### config.mk
export PLATFORM = sky130hd
export DESIGN_NAME = mux_sel_sequencer_flat
export DESIGN_NICKNAME = d
export VERILOG_FILES = /design/src/rtl/mux_sel_sequencer_if.sv /design/src/rtl/mux_sel_sequencer.sv /design/src/flat_wrapper.sv
export SDC_FILE = /design/constraint.sdc
export NUM_CORES = 1
export LEC_CHECK = 0
export ABC_AREA = 1
export CAP_MARGIN = 20
export CORE_ASPECT_RATIO = 0.7
export CORE_MARGIN = 2
export CORE_UTILIZATION = 52
export CTS_CLUSTER_SIZE = 28
export DETAILED_ROUTE_END_ITERATION = 10
export DONT_BUFFER_PORTS = 1
export HOLD_SLACK_MARGIN = 0.02
export PLACE_DENSITY = 0.67
export SLEW_MARGIN = 30
export SYNTH_ARGS = -nofsm -noshare
export SYNTH_HDL_FRONTEND = slang
export SYNTH_SLANG_ARGS = --single-unit
### constraint.sdc
create_clock -name clk -period 2 [get_ports clk]
set_input_delay 0.4 -clock clk [delete_from_list [all_inputs] [get_ports clk]]
set_output_delay 0.4 -clock clk [all_outputs]
set_load 0.05 [all_outputs]
### src/rtl/mux_sel_sequencer_if.sv
// -----------------------------------------------------------------------------
// mux_sel_sequencer_if
//
// Purpose:
//   Bundles the control, operand and mux-side signals of mux_sel_sequencer.
//   The master is the block that feeds the sequencer (run control and new
//   operand values). The slave is the sequencer itself, which returns the
//   select code, the registered operands and the step/wrap strobes.
//
// Signals:
//   en         master->slave  run enable; 0 freezes the sequence
//   slot_mask  master->slave  bit i enables slot i+1 (bit0 = sel 1)
//   load       master->slave  capture din_a..din_e on this edge
//   din_a..e   master->slave  new operand values, DW bits each
//   sel        slave->master  select code: 0 = none, 1..5 = slot
//   a..e       slave->master  registered operands to the mux, DW bits each
//   step       slave->master  one-cycle pulse when sel takes a slot value
//   wrap       slave->master  one-cycle pulse when the scan restarts
// -----------------------------------------------------------------------------
interface mux_sel_sequencer_if #(
  parameter int DW = 8
);
  logic          en;
  logic [4:0]    slot_mask;
  logic          load;
  logic [DW-1:0] din_a;
  logic [DW-1:0] din_b;
  logic [DW-1:0] din_c;
  logic [DW-1:0] din_d;
  logic [DW-1:0] din_e;
  logic [2:0]    sel;
  logic [DW-1:0] a;
  logic [DW-1:0] b;
  logic [DW-1:0] c;
  logic [DW-1:0] d;
  logic [DW-1:0] e;
  logic          step;
  logic          wrap;

  modport master (
    output en, slot_mask, load, din_a, din_b, din_c, din_d, din_e,
    input  sel, a, b, c, d, e, step, wrap
  );

  modport slave (
    input  en, slot_mask, load, din_a, din_b, din_c, din_d, din_e,
    output sel, a, b, c, d, e, step, wrap
  );
endinterface

### src/rtl/mux_sel_sequencer.sv
// -----------------------------------------------------------------------------
// mux_sel_sequencer
//
// Purpose:
//   Upstream driver for a 5:1 byte selector. Holds five DW-bit operands in
//   registers and steps the 3-bit select code round-robin through the
//   enabled slots, dwelling DWELL cycles on each. Emits step/wrap strobes so
//   downstream logic can sample the selected byte.
//
// Parameters:
//   DWELL  cycles each slot stays selected (1..256)
//   DW     operand width in bits
//
// Ports:
//   clk    system clock, all state on the rising edge
//   rst_n  synchronous active-low reset
//   bus    mux_sel_sequencer_if.slave (en, slot_mask, load, din_a..e in;
//          sel, a..e, step, wrap out)
//
// Build option:
//   MUX_SEQ_SHADOW_EN  when defined, load writes five shadow registers and
//                      a..e copy from the shadows only on a wrap edge, so a
//                      full scan never mixes old and new operands. When
//                      undefined, load updates a..e directly.
// -----------------------------------------------------------------------------
module mux_sel_sequencer #(
  parameter int DWELL = 4,
  parameter int DW    = 8
) (
  input  logic               clk,
  input  logic               rst_n,
  mux_sel_sequencer_if.slave bus
);

  // A one-cycle dwell still needs a 1-bit counter to keep the datapath legal;
  // it simply never leaves zero.
  localparam int             CNT_W    = (DWELL > 1) ? $clog2(DWELL) : 1;
  localparam logic [CNT_W-1:0] CNT_LAST = CNT_W'(DWELL - 1);
  localparam logic [CNT_W-1:0] CNT_ONE  = CNT_W'(1);

  generate
    if (DWELL < 1 || DWELL > 256) begin : g_bad_dwell
      $error("mux_sel_sequencer: DWELL must lie in 1..256");
    end
  endgenerate

  typedef enum logic {
    ST_IDLE,
    ST_RUN
  } state_e;

  // ---------------------------------------------------------------------------
  // Slot search helpers. Slot numbers are 1..5; bit i of the mask is slot i+1.
  // ---------------------------------------------------------------------------

  // Lowest enabled slot, 0 when the mask is empty.
  function automatic logic [2:0] lowest_slot(input logic [4:0] mask);
    logic [2:0] res;
    res = 3'd0;
    for (int i = 4; i >= 0; i--) begin
      if (mask[i]) res = 3'(i + 1);
    end
    return res;
  endfunction

  // Lowest enabled slot strictly above cur; if none, wrap to the lowest
  // enabled slot overall (which may be cur itself for a single-slot mask).
  function automatic logic [2:0] next_slot(input logic [2:0] cur,
                                           input logic [4:0] mask);
    logic [2:0] res;
    res = lowest_slot(mask);
    for (int i = 4; i >= 0; i--) begin
      if (mask[i] && (3'(i + 1) > cur)) res = 3'(i + 1);
    end
    return res;
  endfunction

  // ---------------------------------------------------------------------------
  // State
  // ---------------------------------------------------------------------------
  state_e           state_q, state_d;
  logic [2:0]       sel_q, sel_d;
  logic [CNT_W-1:0] cnt_q, cnt_d;
  logic             step_q, step_d;
  logic             wrap_q, wrap_d;
  logic [DW-1:0]    opr_q [5];
  logic [DW-1:0]    opr_d [5];
  logic [DW-1:0]    din   [5];
  logic [2:0]       adv_slot;

`ifdef MUX_SEQ_SHADOW_EN
  logic [DW-1:0]    shd_q [5];
  logic [DW-1:0]    shd_d [5];
`endif

  assign din[0] = bus.din_a;
  assign din[1] = bus.din_b;
  assign din[2] = bus.din_c;
  assign din[3] = bus.din_d;
  assign din[4] = bus.din_e;

  assign adv_slot = next_slot(sel_q, bus.slot_mask);

  // ---------------------------------------------------------------------------
  // Sequencing: next-state and registered-output values
  // ---------------------------------------------------------------------------
  always_comb begin
    // NOTE: every variable gets a default before the case so no path leaves
    // it unassigned; a missing default here would infer a latch.
    state_d = state_q;
    sel_d   = sel_q;
    cnt_d   = cnt_q;
    step_d  = 1'b0;
    wrap_d  = 1'b0;

    unique case (state_q)
      ST_IDLE: begin
        sel_d = 3'd0;
        cnt_d = '0;
        // Entry counts as both a step and a wrap: the scan starts fresh.
        if (bus.en && (bus.slot_mask != 5'd0)) begin
          state_d = ST_RUN;
          sel_d   = lowest_slot(bus.slot_mask);
          step_d  = 1'b1;
          wrap_d  = 1'b1;
        end
      end

      ST_RUN: begin
        // An empty mask ends the run on any cycle, even while frozen, and
        // emits no strobe.
        if (bus.slot_mask == 5'd0) begin
          state_d = ST_IDLE;
          sel_d   = 3'd0;
          cnt_d   = '0;
        end else if (bus.en) begin
          if (cnt_q == CNT_LAST) begin
            cnt_d  = '0;
            sel_d  = adv_slot;
            step_d = 1'b1;
            // Not moving upward means the scan has started over.
            wrap_d = (adv_slot <= sel_q);
          end else begin
            cnt_d = cnt_q + CNT_ONE;
          end
        end
      end

      default: begin
        state_d = ST_IDLE;
        sel_d   = 3'd0;
        cnt_d   = '0;
      end
    endcase
  end

  // ---------------------------------------------------------------------------
  // Operand capture
  // ---------------------------------------------------------------------------
`ifdef MUX_SEQ_SHADOW_EN
  // Shadows take every load; the visible operands refresh only when a wrap
  // is issued. The refresh reads shd_d so a load on the wrap edge is seen.
  always_comb begin
    for (int i = 0; i < 5; i++) begin
      shd_d[i] = bus.load ? din[i] : shd_q[i];
      opr_d[i] = wrap_d ? shd_d[i] : opr_q[i];
    end
  end
`else
  // Load lands directly, independent of state and en, so a load on an
  // advance edge reaches the mux together with the new sel.
  always_comb begin
    for (int i = 0; i < 5; i++) begin
      opr_d[i] = bus.load ? din[i] : opr_q[i];
    end
  end
`endif

  // ---------------------------------------------------------------------------
  // Registers
  // ---------------------------------------------------------------------------
  always_ff @(posedge clk) begin
    // NOTE: sequential state uses non-blocking assignments so every flop
    // samples its _d value from before this edge, independent of order.
    if (!rst_n) begin
      state_q <= ST_IDLE;
      sel_q   <= 3'd0;
      cnt_q   <= '0;
      step_q  <= 1'b0;
      wrap_q  <= 1'b0;
      // NOTE: the operand array is explicitly reset because its contents
      // drive the mux outputs; a register file that is only read after a
      // write could skip this, this one cannot.
      for (int i = 0; i < 5; i++) begin
        opr_q[i] <= '0;
`ifdef MUX_SEQ_SHADOW_EN
        shd_q[i] <= '0;
`endif
      end
    end else begin
      state_q <= state_d;
      sel_q   <= sel_d;
      cnt_q   <= cnt_d;
      step_q  <= step_d;
      wrap_q  <= wrap_d;
      for (int i = 0; i < 5; i++) begin
        opr_q[i] <= opr_d[i];
`ifdef MUX_SEQ_SHADOW_EN
        shd_q[i] <= shd_d[i];
`endif
      end
    end
  end

  // ---------------------------------------------------------------------------
  // Outputs: all straight from flops
  // ---------------------------------------------------------------------------
  assign bus.sel  = sel_q;
  assign bus.step = step_q;
  assign bus.wrap = wrap_q;
  assign bus.a    = opr_q[0];
  assign bus.b    = opr_q[1];
  assign bus.c    = opr_q[2];
  assign bus.d    = opr_q[3];
  assign bus.e    = opr_q[4];

endmodule

### src/flat_wrapper.sv
// flat-port wrapper written by rule: the top's interface ports become plain ports
module mux_sel_sequencer_flat 
#(
  parameter int DWELL = 4,
  parameter int DW    = 8
)
  (clk, rst_n, bus_en, bus_slot_mask, bus_load, bus_din_a, bus_din_b, bus_din_c, bus_din_d, bus_din_e, bus_sel, bus_a, bus_b, bus_c, bus_d, bus_e, bus_step, bus_wrap);
  mux_sel_sequencer_if #(.DW(DW)) bus_i ();
  input  logic clk;
  input  logic rst_n;
  input wire logic [$bits(bus_i.en)-1:0] bus_en;
  input wire logic [$bits(bus_i.slot_mask)-1:0] bus_slot_mask;
  input wire logic [$bits(bus_i.load)-1:0] bus_load;
  input wire logic [$bits(bus_i.din_a)-1:0] bus_din_a;
  input wire logic [$bits(bus_i.din_b)-1:0] bus_din_b;
  input wire logic [$bits(bus_i.din_c)-1:0] bus_din_c;
  input wire logic [$bits(bus_i.din_d)-1:0] bus_din_d;
  input wire logic [$bits(bus_i.din_e)-1:0] bus_din_e;
  output wire logic [$bits(bus_i.sel)-1:0] bus_sel;
  output wire logic [$bits(bus_i.a)-1:0] bus_a;
  output wire logic [$bits(bus_i.b)-1:0] bus_b;
  output wire logic [$bits(bus_i.c)-1:0] bus_c;
  output wire logic [$bits(bus_i.d)-1:0] bus_d;
  output wire logic [$bits(bus_i.e)-1:0] bus_e;
  output wire logic [$bits(bus_i.step)-1:0] bus_step;
  output wire logic [$bits(bus_i.wrap)-1:0] bus_wrap;
  assign bus_i.en = bus_en;
  assign bus_i.slot_mask = bus_slot_mask;
  assign bus_i.load = bus_load;
  assign bus_i.din_a = bus_din_a;
  assign bus_i.din_b = bus_din_b;
  assign bus_i.din_c = bus_din_c;
  assign bus_i.din_d = bus_din_d;
  assign bus_i.din_e = bus_din_e;
  assign bus_sel = bus_i.sel;
  assign bus_a = bus_i.a;
  assign bus_b = bus_i.b;
  assign bus_c = bus_i.c;
  assign bus_d = bus_i.d;
  assign bus_e = bus_i.e;
  assign bus_step = bus_i.step;
  assign bus_wrap = bus_i.wrap;
  mux_sel_sequencer #(.DWELL(DWELL), .DW(DW)) u_core (.clk(clk), .rst_n(rst_n), .bus(bus_i));
endmodule
==> key figures <==
Route
  • DR vias/cell: approximately 5
  • Drt first pass iters: 4
  • Final WL: between 4000 and 5000 um
  • Post-DRT Antenna Nets: 0
  • DRC: 0
  • Initial DRC count: 70
  • Wire length per cell: 13.7 um
  • Via Count: 1592

Cells and area
  • Layout area overhead: 8.09%
  • Filler Cell Count: 374
  • Seq. cell area: 961 sq um
  • Antenna Cells: 0
  • Nets@finish: 311
  • Post-layout util: 58.6%
  • Area of the multi-input gates: 847 sq um
  • Share of cells above drive strength 1: 7.72%

Clock network
  • CTS Buf Count: 5
  • Post-CTS Hold Buffers: 0
  • Root Buffer: clkbuf_8
  • Worst skew pair latency: 0.28 ns
  • Maximum buffer depth of the clock tree: 2
  • Clock Pin Slew Worst Setup and Hold Paths: 0.08 ns
  • # H-tree levels: 2
  • Post-CTS sizing: 0
  • # Post-CTS Setup Buffers: 0
  • CTS tree: built
  • Clock Sinks: 48

Hold path
  • Worst hold stages: 1
  • Hold wc startpoint: bus_en
  • Worst hold path type: in -> reg
  • Hold Path Sink: u_core.cnt_q[0]

Status
  • Status: completed

STA
  • Crit share post-route: 86.6%
  • Tightest Pin Transition: 0.532 ns
  • Worst Skew: 0.00479 ns
  • Slew Viols, Final: 0
  • Final Hold Viols: 0
  • Final setup fails: 0
  • Slew HR: 64.5%
  • Fmax: 577 MHz
  • Setup repair after global routing missed its margin: false
  • Final TNS setup: 0 ns
  • Min Clock Period, post-route: between 1.5 and 2 ns

Global routing
  • Global-route wire length before repair: about 6600 um
  • Total grt overflow: 0
  • Total track usage: between 20% and 30%
  • Largest net degree at the start of global routing: 46
  • Vias in the first global route: roughly 1500
  • Initial antenna violation count: 0

Floorplanning
  • Die area: 0.00420 sq mm
  • FP Rows: 18
  • Die width: ~77 um
  • Core ar.: 0.00354 sq mm
  • Die height: 54.8 um
  • IO Count: 94
  • Starting Density: 54.2%

Setup path
  • CP top delay family: compound AO/OA/AOI/OAI gates
  • R2R Path End: u_core.bus.wrap
  • Max incr delay on CP: 0.37 ns
  • CP Cell Sequence: buf_4 > nand2_1 > nand3_1 > nand2_1 > inv_2 > nand3_1 > inv_1 > ha_1 > a21oi_1 > o21ai_0 > a31oi_1
  • Max Fanout on Critical Path: 4
  • WP data arrival: 1.94 ns
  • Slowest cell on the critical path: dfxtp_1
  • CP Buf/Inv Count: 3
  • CP required: 2.21 ns
  • Crit Reg-Reg Startpoint: u_core.bus.sel[1]
  • Setup CP Type: reg -> reg
  • Reg2reg setup slack: 0.27 ns
  • R2R cell count: 11
  • Worst Setup Start Kind: flip-flop
  • CP Capture Type: flip-flop

Pwr
  • Clk pwr share: 30.7%
  • Switch share: between 30% and 40%
  • Switching pwr: 674 uW
  • Internal Pwr Total: 1470 uW
  • Lkg Pwr: about 0.00093 uW
  • Maximum VDD drop: ~0.58 mV
  • Seq pwr share: between 50% and 60%
  • Logic pwr share: between 10% and 20%
  • PD cells: 1040 mW/mm^2

Yosys
  • Syn Area/Cell: between 7 and 8 sq um
  • Synth unique cells: 22
  • Synthesized area: 0.00192 sq mm
  • Synthesized netlist cell count: 259
  • FFs w/ async S/R, synth: 0%
  • Warnings, synthesis: 0
  • Most instantiated library cell after synthesis: nor2_1
  • Top-area cell type share of the netlist area: between 50% and 60%
  • Top FF cell, synth: dfxtp_1
  • Number of flops mapped to enable cells by yosys: 0
  • Top cells by count, synth: nor2_1 (83), dfxtp_1 (48), o21ai_0 (48)
  • Syn Nets: 312
  • Main area contributors after synthesis: dfxtp_1 (50%), nor2_1 (16%), o21ai_0 (13%)
  • Yosys reg bits: between 40 and 50
  • Synth area leader: dfxtp_1
  • Seq/Total Area, Yosys: 50.1%

Placement
  • Post-DP HPWL: 3010 um
  • Port bufs: 0
  • GP Congestion: around 0.86

Flow run
  • Max-cap violations: 0
==> power groups by stage <==
stage          clock network, uW  registers, uW  logic (uW)
6_report                     659           1270         217
5_1_grt                      731           1280         254
3_5_place_dp                   0           1290         217
2_1_floorplan                  0           1300         170
4_1_cts                      683           1270         218
3_3_place_gp                   0           1290         212
==> cell families after synthesis <==
| family | synth area share, % |
|---|---|
| AO/OA/AOI/OAI | 16.1 |
| adder cells (fa/ha/maj) | 2.61 |
| buffers and inverters | 5.68 |
| flip-flops | 50.1 |
| multiplexers | 0.522 |
| AND/OR/NAND/NOR | 24.9 |
==> placed cells by master (no fill, tap or decap), drive strengths merged, types with 2 or more instances in the layout <==
| master | n |
|---|---|
| clkbuf | 6 |
| inv | 17 |
| ha | 4 |
| nand2 | 18 |
| nor2 | 84 |
| nand4 | 2 |
| a21oi | 7 |
| nand3 | 11 |
| dfxtp | 48 |
| buf | 4 |
| o21ai | 49 |
==> per-layer routing <==
layer,share of wire (%),track usage (%),vias to the layer above
li1,-,-,833
met4,0.45,6.36,0
met5,0,0,-
met3,9.1,8.42,2
met2,43,33.0,62
met1,47,26.1,695
==> stage by stage <==
step           instances  power [uW]  instance area, sq um  hold WS, ns  worst slack (ns)
2_1_floorplan        259        1470                  1920        0.436             0.148
6_report             309        2150                  2070        0.208             0.267
5_1_grt              309        2260                  2070        0.184            0.0775
3_3_place_gp         301        1510                  1960        0.458             0.289
4_1_cts              309        2170                  2070        0.198             0.263
3_5_place_dp         301        1510                  1960        0.456             0.272
==> final cells by class <==
class	count	share of cell area, %
inverters	17	3.08
repair buffers	4	1.45
flip-flops and latches	48	46.4
clock inverters	2	1.69
well taps	50	3.02
clock buffers	6	3.50
multi-input cells	182	40.9
==> registers in the layout, indices dropped and copies added, names as in the netlist <==
| name | count |
|---|---|
| u_core.opr_q | 40 |
| u_core.bus.sel | 3 |
| u_core.cnt_q | 2 |
| u_core.bus.step | 1 |
| u_core.bus.wrap | 1 |
| u_core.state_q | 1 |
==> worst max path at each step <==
stage,slack [ns],cells past startpoint,startpoint,endpoint
final,0.27,11,u_core.bus.sel[1],u_core.bus.wrap
after global routing,0.08,11,u_core.bus.sel[1],u_core.bus.wrap
after CTS,0.26,11,u_core.bus.sel[1],u_core.bus.wrap
after detailed placement,0.27,10,bus_slot_mask[2],u_core.bus.wrap
after global placement,0.29,10,bus_slot_mask[2],u_core.bus.wrap
after floorplan,0.15,9,u_core.bus.sel[0],u_core.bus.wrap
No activity file was read; power rests on OpenSTA's default activity.
